--- config.mk ---
export PLATFORM = sky130hd
export DESIGN_NAME = mem_bus_arbiter
export DESIGN_NICKNAME = d
export VERILOG_FILES = /design/src/rtl/mem_bus_arbiter.sv
export SDC_FILE = /design/constraint.sdc
export NUM_CORES = 1
export LEC_CHECK = 0
export ABC_AREA = 0
export CAP_MARGIN = 15
export CORE_AREA = 2 2 118 120
export CTS_CLUSTER_DIAMETER = 150
export DETAILED_ROUTE_END_ITERATION = 6
export DIE_AREA = 0 0 120 122
export PLACE_DENSITY_LB_ADDON = 0.2
export RECOVER_POWER = 100
export SYNTH_ARGS = -nofsm -noshare
export SYNTH_HDL_FRONTEND = slang
export SYNTH_SLANG_ARGS = --single-unit
--- constraint.sdc ---
create_clock -name clk -period 2.2 [get_ports clk]
set_input_delay 0.55 -clock clk [delete_from_list [all_inputs] [get_ports clk]]
set_output_delay 0.55 -clock clk [all_outputs]
set_load 0.03 [all_outputs]
--- src/rtl/mem_bus_arbiter.sv ---
// Two-master memory port arbiter: holds the grant for a whole block transfer and releases a stalled owner.
// Optional build macro MEM_ARB_ROUND_ROBIN_EN selects round-robin on simultaneous requests (default: master 0 wins).
`timescale 1ns/1ps
module mem_bus_arbiter #(
   parameter int TIMEOUT_CYCLES = 1023,
   parameter int TIMEOUT_WIDTH  = 10
) (
   input  logic        clk,
   input  logic        res,
   input  logic [31:0] m0_addr,
   input  logic [31:0] m0_dataOut,
   input  logic        m0_re,
   input  logic        m0_we,
   output logic [31:0] m0_dataIn,
   output logic        m0_ready,
   input  logic [31:0] m1_addr,
   input  logic [31:0] m1_dataOut,
   input  logic        m1_re,
   input  logic        m1_we,
   output logic [31:0] m1_dataIn,
   output logic        m1_ready,
   output logic [31:0] mem_addr,
   output logic [31:0] mem_dataOut,
   output logic        mem_re,
   output logic        mem_we,
   input  logic [31:0] mem_dataIn,
   input  logic        mem_ready,
   output logic [1:0]  owner,
   output logic        busErr
);

   typedef enum logic [1:0] {
      S_IDLE  = 2'd0,
      S_GNT0  = 2'd1,
      S_GNT1  = 2'd2,
      S_DRAIN = 2'd3
   } state_t;

   localparam logic [TIMEOUT_WIDTH-1:0] STALL_LIMIT = TIMEOUT_WIDTH'(TIMEOUT_CYCLES);
   localparam logic [TIMEOUT_WIDTH-1:0] STALL_MAX   = {TIMEOUT_WIDTH{1'b1}};
   localparam logic [TIMEOUT_WIDTH-1:0] STALL_ONE   = TIMEOUT_WIDTH'(1);
   localparam logic [TIMEOUT_WIDTH-1:0] STALL_ZERO  = {TIMEOUT_WIDTH{1'b0}};

   state_t                   state_r;
   logic [1:0]               owner_r;
   logic                     bus_err_r;
   logic [TIMEOUT_WIDTH-1:0] stall_r;
   logic                     last_r;

   logic                     req0_s;
   logic                     req1_s;
   logic                     pick_s;
   logic                     cur_s;
   logic                     cur_req_s;
   logic                     oth_req_s;
   logic                     drain_req_s;
   logic                     timeout_s;
   logic [TIMEOUT_WIDTH-1:0] stall_inc_s;

   assign req0_s      = m0_re | m0_we;
   assign req1_s      = m1_re | m1_we;
   assign cur_s       = (state_r == S_GNT1);
   assign cur_req_s   = cur_s ? req1_s : req0_s;
   assign oth_req_s   = cur_s ? req0_s : req1_s;
   assign drain_req_s = last_r ? req1_s : req0_s;
   // Saturating increment; timeout fires when the next count would hit the limit.
   assign stall_inc_s = (stall_r == STALL_MAX) ? stall_r : (stall_r + STALL_ONE);
   assign timeout_s   = ~mem_ready & (stall_inc_s == STALL_LIMIT);

   assign owner  = owner_r;
   assign busErr = bus_err_r;

   // Choose which master leaves idle when one or both are requesting.
   always_comb begin
      pick_s = 1'b0;
      if (req0_s && req1_s) begin
`ifdef MEM_ARB_ROUND_ROBIN_EN
         pick_s = ~last_r;
`else
         pick_s = 1'b0;
`endif
      end else if (req1_s) begin
         pick_s = 1'b1;
      end else begin
         pick_s = 1'b0;
      end
   end

   // Grant state machine with registered owner, sticky error and stall counter.
   always_ff @(posedge clk or negedge res) begin
      if (!res) begin
         state_r   <= S_IDLE;
         owner_r   <= 2'b00;
         bus_err_r <= 1'b0;
         stall_r   <= STALL_ZERO;
         last_r    <= 1'b1;
      end else begin
         case (state_r)
            S_IDLE: begin
               if (req0_s || req1_s) begin
                  state_r <= pick_s ? S_GNT1 : S_GNT0;
                  owner_r <= pick_s ? 2'b10 : 2'b01;
                  last_r  <= pick_s;
                  stall_r <= STALL_ZERO;
               end else begin
                  state_r <= S_IDLE;
               end
            end
            S_GNT0, S_GNT1: begin
               if (!cur_req_s) begin
                  if (oth_req_s) begin
                     state_r <= cur_s ? S_GNT0 : S_GNT1;
                     owner_r <= cur_s ? 2'b01 : 2'b10;
                     last_r  <= ~cur_s;
                     stall_r <= STALL_ZERO;
                  end else begin
                     state_r <= S_IDLE;
                     owner_r <= 2'b00;
                  end
               end else if (timeout_s) begin
                  state_r   <= S_DRAIN;
                  owner_r   <= 2'b00;
                  bus_err_r <= 1'b1;
                  stall_r   <= stall_inc_s;
               end else if (mem_ready) begin
                  stall_r <= STALL_ZERO;
               end else begin
                  stall_r <= stall_inc_s;
               end
            end
            S_DRAIN: begin
               if (!drain_req_s) begin
                  state_r <= S_IDLE;
               end else begin
                  state_r <= S_DRAIN;
               end
            end
            default: begin
               state_r <= S_IDLE;
               owner_r <= 2'b00;
            end
         endcase
      end
   end

   // Forward the owner's request and route ready only to it; nothing passes in idle or drain.
   always_comb begin
      mem_addr    = 32'd0;
      mem_dataOut = 32'd0;
      mem_re      = 1'b0;
      mem_we      = 1'b0;
      m0_ready    = 1'b0;
      m1_ready    = 1'b0;
      case (state_r)
         S_GNT0: begin
            mem_addr    = m0_addr;
            mem_dataOut = m0_dataOut;
            mem_re      = m0_re;
            mem_we      = m0_we;
            m0_ready    = mem_ready;
         end
         S_GNT1: begin
            mem_addr    = m1_addr;
            mem_dataOut = m1_dataOut;
            mem_re      = m1_re;
            mem_we      = m1_we;
            m1_ready    = mem_ready;
         end
         default: begin
            mem_re = 1'b0;
            mem_we = 1'b0;
         end
      endcase
   end

   assign m0_dataIn = mem_dataIn;
   assign m1_dataIn = mem_dataIn;

endmodule

# Yosys cells after proc, flatten, opt, wreduce, memory -nomap -nowiden
# Index checks and enable logic that the tools add are counted.
# W data, S select, Z words.
dict set report op_classes {
  n_addsub 1
  mul 0
  div 0
  n_lt_le_gt_ge 0
  eq_ne 10
  shift 0
  muxes 34
  bitwise_logic 5
  reduce_logical 9
}
# op n
set op_table {}
lappend op_table {{$pmux W32 S2} 2}
lappend op_table {{$mux W10} 6}
lappend op_table {{$eq A10 B10 Y1 const B} 2}
lappend op_table {{$mux W2} 10}
lappend op_table {{$pmux W10 S2} 1}
lappend op_table {{$add A10 B1 Y10 const B} 1}
lappend op_table {{$mux W1} 10}
lappend op_table {{$reduce_and A3 Y1} 3}
lappend op_table {{$ne A2 B2 Y1 const B} 3}
lappend op_table {{$ne A3 B3 Y1 const B} 2}
lappend op_table {{$pmux W1 S2} 3}
lappend op_table {{$pmux W2 S3} 1}
lappend op_table {{$eq A2 B2 Y1 const B} 2}
lappend op_table {{$pmux W2 S2} 1}
lappend op_table {{$reduce_and A4 Y1} 1}
lappend op_table {{$eq A2 B1 Y1 const B} 1}
lappend op_table {{$logic_not A2 Y1} 1}
lappend op_table {{$not A1 Y1} 2}
lappend op_table {{$or A1 B1 Y1} 2}
lappend op_table {{$reduce_bool A2 Y1} 1}
lappend op_table {{$reduce_or A2 Y1} 1}
lappend op_table {{$and A1 B1 Y1} 1}
lappend op_table {{$logic_and A1 B1 Y1} 1}
lappend op_table {{$logic_or A1 B1 Y1} 1}
dict set report word_totals {
  register_bits 16
  latch_bits 0
  ram_bits 0
  rom_bits 0
  output_inout_bits 135
  word_cells 64
  mem_count 0
}

# Depth between registers and ports, before layout
# Gate-level depths: netlist of run 1.
dict set report depth {
  ltp_word 7
  depth_mapped 9
}

# Worst setup path after synthesis of run 1
# Ideal clock, no wire load.
dict set report synth_path {
  path_type {register to output}
  from {register state_r[0]}
  to {output port mem_addr[30]}
  t_arrival_ns 1.984
  required_ns 1.650
  path_slack_ns -0.334
  stages_incl_launch_ff 8
  path_buffers 3
  cell_sequence {dfrtp_1 -> inv_1 -> ha_1 -> clkbuf_1 -> clkbuf_1 -> clkbuf_1 -> a22oi_1 -> nor2b_1}
}
dict set report synth_between {
  elab_chain_len 2
  word_cells_on_any_way 3
  classes_between {2 x eq/ne; 1 x mux}
}
# item line
set synth_lines {}
lappend synth_lines {{from (decl)} 44} ;# state_t state_r;
lappend synth_lines {{from (signal assigned)} 101} ;# state_r <= pick_s ? S_GNT1 : S_GNT0;
lappend synth_lines {{from (signal assigned)} 112} ;# state_r <= cur_s ? S_GNT0 : S_GNT1;
lappend synth_lines {{$eq A2 B2 Y1 / $eq A2 B1 Y1 (equally long branches)} 154} ;# case (state_r)
lappend synth_lines {{$pmux W32 S2 *} 154}
lappend synth_lines {{to (decl)} 22} ;# output logic [31:0] mem_addr,
# Mark *: on every way between the ends. The rest lies on a longest branch, timed or not.

# Worst setup path after layout of run 1
dict set report layout_path {
  from {register state_r[1]}
  to {output port mem_addr[24]}
}
# Same word-level chain as after synthesis.

==> results.txt, run 1 <==
nets = 701
Max Transition Viols Final = 0
Startpoint Class = flip-flop
Synth top cells by count = a22oi_1 (66), nor2b_1 (66), buf_4 (65)
design area = 5700 um^2
WP data arrival = 1.69 ns
worst r2r dst = stall_r[4]$_DFFE_PN0P_
PortBufs = 205
number of global-route vias before repair = 3333
CTS Buf Count = 3
Leak = 2.25 nW
Congestion Overflow GR = 0
DRT Wirelength = 12.3 mm
r2r startpoint = state_r[0]$_DFFE_PN0P_
Synth Register Bits = 16
Total Routing Usage GR = 15.2%
Hold Vio Cnt, Final = 0
Most used DFF post-synth = dfrtp_1
Core Area = 13500 um^2
WHS Endpoint = busErr$_DFFE_PN0P_
Top delay family on crit path = buffers and inverters
Bufs on Longest Clock Path = 2
crit path time final = 2.24 ns
failing checks = setup timing
root buf cell = clkbuf_16
post-route ant nets = 0
DIE HEIGHT = 122 um
Tightest Pin Transition = 0.931 ns
Mapped Nets = 533
worst hold path type = flip-flop to flip-flop
Starting Density = 19.8%
area leader, netlist = a22oi_1
Seq/Total Area, Yosys = 15.0%
Worst Hold Launch = busErr$_DFFE_PN0P_
final HPWL from detailed placement = 9.06 mm
final RePlAce weighted congestion = 0.851
hold path depth = 1
share of layout cells above drive strength 1 = 47.8%
Buf/Inv on CP = 4
I/O pin count = 302
area grow syn2layout = 113%
CTS Hold Buffers Added = 0
max-capacitance violation count = 0
initial antenna violation count = 0
Power Dens Cells = 1510 nW/um^2
most used cell, CP = buf_8
Worst Setup Path Type = flip-flop to primary output
site row count = 43
CP required = 1.65 ns
Synth top area share = 18.5%
TNS Setup = -0.128 ns
synth unique cells = 55
Post-synth EDFFs = 0
setup violators final = 10
vias after detailed routing = 3360
Post-Syn Area = 2680 um^2
H-tree depth = 1
worst vdd ir = 0.803 mV
CTS tree = yes
unrepaired setup endpoints after global routing = true
Syn Area/Cell = 7.44 um^2
Worst-path clk slew = 0.06 ns
clk_lat worst skew = 0.25 ns
largest net degree at the start of global routing = 36
clock sinks = 16
Pre-antenna DRT Iters = 4
Via-to-Cell Ratio = 4.75
first-pass GRT wire length = 17.9 mm
Die X-Extent = 120 um
Slowest-stage cell, CP = dfrtp_2
worst r2r path cells = 9
area of placed instances = 4860 um^2
Die ar. = 14600 um^2
synth top area cells = a22oi_1 (18%), buf_4 (18%), nor2b_1 (15%)
crit path cell chain = ha_4, buf_8, buf_8, buf_4, a22oi_2, nor2b_4, buf_6
Residual DRC = 0
status = finished with violations
final period utilization = 102%
Worst Skew = 0.00459 ns
CP endpoint kind = primary output
synth warn = 0
Antenna diodes = 0
Largest stage delay, worst path = 0.45 ns
R2R Setup Slk = 0.09 ns
setup ws final = -0.0433 ns
Achievable Freq = 446 MHz
DR iter-0 viols = 169
Worst Path Max Fanout = 5
Syn Inst Count = 360
Post-synth ARST share = 100%
Wirelength per Cell = 17.4 um
Rel. slew slack = 37.9%
[layout by cell type (no fill, tap or decap), types with 3 or more instances in the layout]
| cell | count |
|---|---|
| buf_12 | 10 |
| nand3_1 | 6 |
| a22oi_1 | 15 |
| ha_1 | 3 |
| nor2b_2 | 37 |
| buf_6 | 55 |
| dlygate4sd3_1 | 4 |
| o21ai_0 | 9 |
| nand2_1 | 15 |
| ha_4 | 3 |
| buf_4 | 41 |
| a31oi_1 | 5 |
| o31ai_1 | 3 |
| clkdlybuf4s50_1 | 131 |
| dfrtp_1 | 14 |
| buf_16 | 3 |
| clkbuf_1 | 4 |
| a21oi_1 | 12 |
| clkbuf_16 | 5 |
| and3_1 | 3 |
| nor2_1 | 14 |
| nor2b_4 | 29 |
| a32o_1 | 3 |
| a22oi_2 | 51 |
[worst max path at each step]
stage	from	slack, ns	cells after the start	endpoint
finish	state_r[1]$_DFFE_PN0P_	-0.04	7	mem_addr[24]
global route	state_r[1]$_DFFE_PN0P_	-0.09	7	mem_we
CTS	state_r[1]$_DFFE_PN0P_	-0.05	7	mem_re
detailed placement	m1_we	-0.23	7	owner[0]$_DFFE_PN0P_
global placement	m1_we	-0.23	8	stall_r[4]$_DFFE_PN0P_
floorplan	state_r[1]$_DFFE_PN0P_	0.004	6	mem_dataOut[19]
[report_power, final]
part	leakage [nW]	switching (mW)	total [mW]	internal (mW)
logic	2.00	3.84	7.80	3.96
clock network	0.0442	0.129	0.406	0.277
registers	0.211	0.0675	0.431	0.364
total	2.25	4.03	8.63	4.60
[timing repair]
action | in CTS | in global routing
cloned | 3 | 2
pin swaps | 8 | 8
setup buffers | 7 | 1
resized for setup | 94 | 41
setup endpoints to repair | 67 | 71
[final cells by class]
type | instances | area, um^2
fill | 1381 | 7800
timing repair buffer | 257 | 2700
multi-input combinational | 247 | 2270
sequential | 16 | 403
tap | 180 | 225
clock buffer | 4 | 88.8
inverter | 3 | 13.8
[metrics by stage]
stage               cells  setup slack (ns)  hold WS, ns  utilization, %  total power, mW
global route          707           -0.0860        0.508            42.2             9.07
detailed placement    690            -0.235        0.483            36.0             6.77
global placement      690            -0.228        0.472            36.0             6.70
floorplan             360           0.00354        0.254               -             4.58
CTS                   704           -0.0534        0.495            40.7             8.22
finish                707           -0.0433        0.480            42.2             8.63
[metal layers]
metal | up-vias | wire length [um] | global-route usage (%) | share of wire (%)
met5 | - | 0 | 0 | 0
met4 | 0 | 79 | 2.13 | 0.64
met3 | 6 | 993 | 3.89 | 8.1
met2 | 198 | 6370 | 27.0 | 52
met1 | 1574 | 4880 | 19.0 | 40
li1 | 1582 | - | - | -
[logic make-up after synthesis]
group,synth area share [%]
simple gates,26.4
compound gates,31.0
buf+inv,22.8
flops,15.0
fa+ha+maj,2.80
mux,1.59
xor+xnor,0.327
[registers in the layout, indices dropped and copies added, names as in the netlist]
signal   flops
busErr       1
last_r       1
owner        2
stall_r     10
state_r      2
No activity file was read; power rests on OpenSTA's default activity.
==> run 2, diff against run 1 <==
- CORE_AREA: 2 2 118 120 -> default
- CORE_ASPECT_RATIO: default -> 0.6
- CORE_MARGIN: default -> 5
- CORE_UTILIZATION: default -> 26
- DIE_AREA: 0 0 120 122 -> default
- GPL_TIMING_DRIVEN: default -> 0
==> run 2 against run 1 <==
Net effect: the flow still finishes with violations (setup timing); sequential cell count did not move; total power rose by 7.4%; critical path type unchanged; sequential share of layout area fell by 1.1 points; global-route usage rose by 6.0 points.
==> results.txt, run 2 (synthesis results as in run 1) <==
crit path time final = 2.29 ns (+0.0462 ns)
most common library cell in the layout ignoring fill and taps = clkdlybuf4s50_1
Pre-antenna DRT Iters = 5 (+1)
final period utilization = 104% (+2.1 points)
Core Area = 9950 um^2 (-26%)
final total power = 9.27 mW (+7.4%)
design area = 6810 um^2 (+19%)
worst hold path type = flip-flop to flip-flop
Buf/Inv on CP = 4 (unchanged)
Total Routing Usage GR = 21.3% (+6.0 points)
Worst Skew = 0.00138 ns (-0.00321 ns)
final RePlAce weighted congestion = 0.931 (+9.4%)
Tightest Pin Transition = 0.767 ns (-0.164 ns)
root buf cell = clkbuf_16
max reg flops = 10 (unchanged)
Worst Path Max Fanout = 10 (+5)
CP required = 1.65 ns (about the same)
worst hold margin = 0.456 ns (-0.0242 ns)
leading cell types in the layout, fill and taps excluded = clkdlybuf4s50_1 (130), buf_4 (104), dlygate4sd3_1 (68), buf_6 (53), a22oi_2 (51)
Top delay family on crit path = buffers and inverters
DIE HEIGHT = 88.6 um (-27%)
final HPWL from detailed placement = 12.0 mm (+32%)
number of global-route vias before repair = 3888 (+17%)
Reg with most FFs = stall_r
vias after detailed routing = 3880 (+15%)
Power Dens Cells = 1360 nW/um^2 (-10%)
CTS Buf Count = 3 (unchanged)
TNS Setup = -1.82 ns (-1.69 ns)
failing checks = setup timing
grt met1 use = 25.9% (+6.9 points)
register area = 407 um^2 (+0.93%)
CP endpoint kind = primary output
clock sinks = 16 (unchanged)
Residual DRC = 0 (unchanged)
I/O pin count = 302 (unchanged)
post-route ant nets = 0 (unchanged)
GR met2 Demand/Resource = 38.2% (+11 points)
Slowest-stage cell, CP = dfrtp_2
area of placed instances = 5820 um^2 (+20%)
first-pass GRT wire length = 21.5 mm (+20%)
clk_lat worst skew = 0.25 ns (about the same)
Wirelength per Cell = 19.6 um (+13%)
Leak = 2.86 nW (+27%)
setup ws final = -0.0896 ns (-0.0462 ns)
Setup WS pre-CTS = -0.951 ns (-0.716 ns)
Worst Setup Path Type = flip-flop to primary output
busiest grt layer = met2
Starting Density = 26.9% (+7.1 points)
unrepaired setup endpoints after global routing = true
Rel. slew slack = 48.7% (+11 points)
Via-to-Cell Ratio = 4.88 (+2.7%)
worst vdd ir = 0.887 mV (+10%)
area of the multi-input gates = 2350 um^2 (+3.2%)
Bufs on Longest Clock Path = 2 (unchanged)
setup violators final = 34 (+24)
DR iter-0 viols = 223 (+32%)
nets = 833 (+19%)
PortBufs = 269 (+31%)
Die X-Extent = 141 um (+18%)
H-tree depth = 1 (unchanged)
Max Transition Viols Final = 0 (unchanged)
initial antenna violation count = 0 (unchanged)
largest net degree at the start of global routing = 17 (-53%)
site row count = 28 (-35%)
Startpoint Class = flip-flop
Congestion Overflow GR = 0 (unchanged)
Worst-path clk slew = 0.05 ns (about the same)
CTS tree = yes
Largest stage delay, worst path = 0.43 ns (-0.02 ns)
crit path cell chain = buf_4, ha_4, buf_8, buf_12, a22oi_2, nor2b_4, buf_6
grt met3 use = 5.72% (+1.8 points)
DRT Wirelength = 15.6 mm (+27%)
Die ar. = 12500 um^2 (-15%)
Filler Cells Inserted = 729 (-47%)
WP data arrival = 1.74 ns (+0.05 ns)
Hold Vio Cnt, Final = 0 (unchanged)
area grow syn2layout = 154%
share of layout cells above drive strength 1 = 50.5% (+2.7 points)
Achievable Freq = 437 MHz (-2.0%)
max-capacitance violation count = 0 (unchanged)
status = finished with violations
## run 2: cell count changes in the layout (fill, tap and decap cells not counted), sizes merged
cell,before,now
diode,0,1
dlygate4sd3,4,68
clkbuf,13,22
clkdlybuf4s50,131,130
dlygate4sd2,0,2
dlymetal6s2s,2,1
buf,111,170
## run 2: worst paths after layout
kind                                   startpoint                      to  slack [ns]  cells past startpoint
hold reg to reg                busErr$_DFFE_PN0P_      busErr$_DFFE_PN0P_        0.46                      1
setup reg to reg           state_r[0]$_DFFE_PN0P_    owner[0]$_DFFE_PN0P_        0.01                      9
min in group asynchronous                     res  stall_r[3]$_DFFE_PN0P_        0.82                      1
setup / recovery           state_r[0]$_DFFE_PN0P_         mem_dataOut[23]       -0.09                      7
max in group asynchronous                     res  stall_r[4]$_DFFE_PN0P_        0.85                      1
hold / removal                 busErr$_DFFE_PN0P_      busErr$_DFFE_PN0P_        0.46                      1
## run 2: layout make-up
cell class / count / share of cell area, %
Buffer: 92 / 11.9
Timing Repair Buffer: 297 / 43.7
Clock buffer: 4 / 1.16
Multi-Input combinational cell: 247 / 34.5
Inverter: 3 / 0.202
Tap cell: 135 / 2.48
Antenna cell: 1 / 0.0368
Sequential cell: 16 / 5.97
## run 2: report_power, final
| part | switching (mW) | total, mW | internal (mW) |
|---|---|---|---|
| sequential | 0.0621 | 0.429 | 0.367 |
| combinational | 4.17 | 8.48 | 4.31 |
| clock | 0.114 | 0.360 | 0.246 |
## run 2: metal layers
metal | wire [um] | vias up
li1 | - | 1843
met1 | 5900 | 1807
met2 | 8140 | 214
met3 | 1290 | 16
met4 | 274 | 0
met5 | 0 | -
## run 2: repair_timing
item | in CTS | in global routing
buffers inserted | 13 | 10
cloned | 3 | 2
hold buffers | 0 | 0
pin swaps | 6 | 18
resized for setup | 525 | 99
endpoints found under the hold margin | 0 | 0
endpoints found under the setup margin | 81 | 79
## run 2: worst register-to-register path: stages, from the launching register on
cell      delay [ns]
dfrtp_2         0.43
inv_4           0.09
ha_4            0.20
buf_2           0.15
or3b_4          0.36
o211ai_1        0.09
buf_4           0.18
inv_2           0.04
o41a_1          0.16
a221o_1         0.37
## run 2: through the flow
stage	instances	utilization (%)
2_1_floorplan	360	-
3_3_place_gp	764	58.5
3_5_place_dp	764	58.5
4_1_cts	782	63.5
5_1_grt	794	68.4
6_report	795	68.4
==> run 3, diff against run 2 <==
- CORE_AREA: default -> 2 2 118 120
- CORE_ASPECT_RATIO: 0.6 -> default
- CORE_MARGIN: 5 -> default
- CORE_UTILIZATION: 26 -> default
- DIE_AREA: default -> 0 0 120 122
- clock period: 2.2 -> 2.7 ns (I/O delays scaled with it)
==> run 3 against run 2 <==
Net effect: the run now ends clean; sequential power is 16% lower; final area is 19% lower; die area is 17% higher; critical path type is now primary input to flip-flop; largest cell class unchanged.
==> results.txt, run 3 (synthesis results as in run 1) <==
most used cell, CP = clkbuf_1
Bufs on Longest Clock Path = 2 (unchanged)
worst vdd ir = 0.526 mV (-41%)
clk_lat worst skew = 0.25 ns (about the same)
Die ar. = 14600 um^2 (+17%)
I/O pin count = 302 (unchanged)
Combinational Power Share = 86.5% (-5.0 points)
Power Dens Cells = 920 nW/um^2 (-32%)
setup violators final = 0 (-100%)
Worst-path clk slew = 0.05 ns (about the same)
Via-to-Cell Ratio = 4.56 (-6.5%)
Top delay family on crit path = buffers and inverters
register area = 403 um^2 (-0.92%)
CTS Hold Buffers Added = 0 (unchanged)
r2r startpoint = stall_r[0]$_DFFE_PN0P_
Core Area = 13500 um^2 (+36%)
Buf/Inv on CP = 4 (unchanged)
switching pwr = 2.82 mW (-35%)
leading cell types in the layout, fill and taps excluded = clkdlybuf4s50_1 (133), buf_4 (77), dlygate4sd3_1 (68), a22oi_1 (66), nor2b_1 (63)
Startpoint Class = primary input
DRT Wirelength = 12.4 mm (-20%)
CP endpoint kind = flip-flop
Pre-antenna DRT Iters = 4 (-1)
Worst Path Max Fanout = 10 (unchanged)
P_int = 2.27 mW (-54%)
root buf cell = clkbuf_16
Leak = 2.35 nW (-18%)
unrepaired setup endpoints after global routing = true
Worst Skew = 0.00157 ns (+0.000191 ns)
initial antenna violation count = 0 (unchanged)
first-pass GRT wire length = 17.8 mm (-17%)
crit path time final = 2.62 ns
Worst Setup Path Type = primary input to flip-flop
final HPWL from detailed placement = 10.5 mm (-13%)
final total power = 5.09 mW (-45%)
CP required = 2.87 ns (+1.22 ns)
final period utilization = 97.2%
Flop pwr share = 7.1% (+2.5 points)
max-capacitance violation count = 0 (unchanged)
switching share of power = 55.5% (+8.6 points)
Die X-Extent = 120 um (-15%)
largest net degree at the start of global routing = 17 (unchanged)
share of layout cells above drive strength 1 = 26.9% (-24 points)
PortBufs = 269 (unchanged)
CTS Buf Count = 3 (unchanged)
crit path cell chain = clkdlybuf4s50_1, or2_2, clkbuf_1, o211ai_1, clkbuf_1, nor2_2, buf_2, nor2_1, nor3_1
max reg flops = 10 (unchanged)
WP data arrival = 2.79 ns (+1.05 ns)
Finished Layout Cells = 815 (+2.5%)
Reg with most FFs = stall_r
site row count = 43 (+54%)
Achievable Freq = 381 MHz
worst r2r path cells = 6 (-3)
area grow syn2layout = 106%
vias after detailed routing = 3720 (-4.1%)
Slowest-stage cell, CP = clkdlybuf4s50_1
status = completed
final RePlAce weighted congestion = 0.865 (-7.1%)
worst r2r dst = owner[0]$_DFFE_PN0P_
Hold Vio Cnt, Final = 0 (unchanged)
Largest stage delay, worst path = 0.55 ns (+0.12 ns)
post-route ant nets = 0 (unchanged)
Rel. slew slack = 49.3% (+0.64 points)
CTS tree = yes
Antenna diodes = 0 (-1)
Clk network pwr share = 6.4% (+2.5 points)
hold path depth = 1 (unchanged)
WHS Endpoint = busErr$_DFFE_PN0P_
nets = 809 (-2.9%)
worst hold path type = flip-flop to flip-flop
Worst Hold Launch = busErr$_DFFE_PN0P_
H-tree depth = 1 (unchanged)
Inst Count DP = 809 (+5.9%)
number of global-route vias before repair = 3542 (-8.9%)
post-layout util = 41.0% (-27 points)
DR iter-0 viols = 147 (-34%)
Wirelength per Cell = 15.2 um (-22%)
Tightest Pin Transition = 0.757 ns (-0.00952 ns)
Residual DRC = 0 (unchanged)
Total Routing Usage GR = 15.0% (-6.3 points)
most common library cell in the layout ignoring fill and taps = clkdlybuf4s50_1
Congestion Overflow GR = 0 (unchanged)
R2R Setup Slk = 0.29 ns (+0.28 ns)
Max Transition Viols Final = 0 (unchanged)
Starting Density = 19.8% (-7.1 points)
area of the multi-input gates = 1690 um^2 (-28%)
Filler Cells Inserted = 1440 (+98%)
clock sinks = 16 (unchanged)
DIE HEIGHT = 122 um (+38%)
## run 3: cell count changes in the layout (fill, tap and decap cells not counted), moves of 9 or more
cell / before / now
nor2b_2: 35 / 3
buf_2: 4 / 13
nor2b_1: 0 / 63
buf_6: 53 / 1
a22oi_2: 51 / 0
buf_4: 104 / 77
a22oi_1: 15 / 66
clkbuf_2: 0 / 45
nor2b_4: 31 / 0
## run 3: area by class of cell
type                    instances  share of cell area [%]
multi-input cells             247                    30.6
inverters                       3                   0.204
clock buffers                   4                    1.61
flip-flops and latches         16                    7.28
well taps                     180                    4.07
repair buffers                272                    44.3
plain buffers                  93                    12.0
## run 3: worst max path at each step
stage,start,to,cells after the start
final,m0_we,stall_r[7]$_DFFE_PN0P_,9
after global routing,state_r[1]$_DFFE_PN0P_,mem_dataOut[2],7
after CTS,state_r[0]$_DFFE_PN0P_,mem_dataOut[21],7
after global placement,state_r[0]$_DFFE_PN0P_,mem_addr[30],8
after floorplan,state_r[0]$_DFFE_PN0P_,mem_addr[30],7
after detailed placement,state_r[0]$_DFFE_PN0P_,mem_dataOut[21],8
## run 3: repair_timing
item                                    in CTS  in global routing
gates resized for setup                    243                 68
endpoints found under the hold margin        0                  0
pin swaps                                    0                  1
setup buffers                                0                  3
endpoints found under the setup margin      68                 76
## run 3: metal layers
| metal | part of all wire [%] | wire (um) | global-route usage [%] |
|---|---|---|---|
| met5 | 0 | 0 | 0 |
| met3 | 8.2 | 1020 | 4.96 |
| met1 | 38 | 4710 | 16.9 |
| met4 | 0.75 | 93 | 2.13 |
| met2 | 53 | 6590 | 28.1 |
## run 3: power by group through the flow
stage | Sequential (mW) | Clock (mW) | Combinational [mW]
after global routing | 0.369 | 0.341 | 4.73
after floorplan | 0.364 | 0 | 2.84
after CTS | 0.356 | 0.333 | 4.52
final | 0.361 | 0.327 | 4.40
after detailed placement | 0.359 | 0 | 4.66
after global placement | 0.358 | 0 | 4.63
## run 3: through the flow
step           instance area (um^2)  TNS (ns)  hold slack [ns]  worst slack, ns
2_1_floorplan                  2680         0            0.379           0.0411
3_3_place_gp                   5600    -37.70            0.451           -0.860
3_5_place_dp                   5600    -40.87            0.448           -0.911
4_1_cts                        5660    -0.215            0.460          -0.0378
5_1_grt                        5530         0            0.471          0.00216
6_report                       5530         0            0.451           0.0757
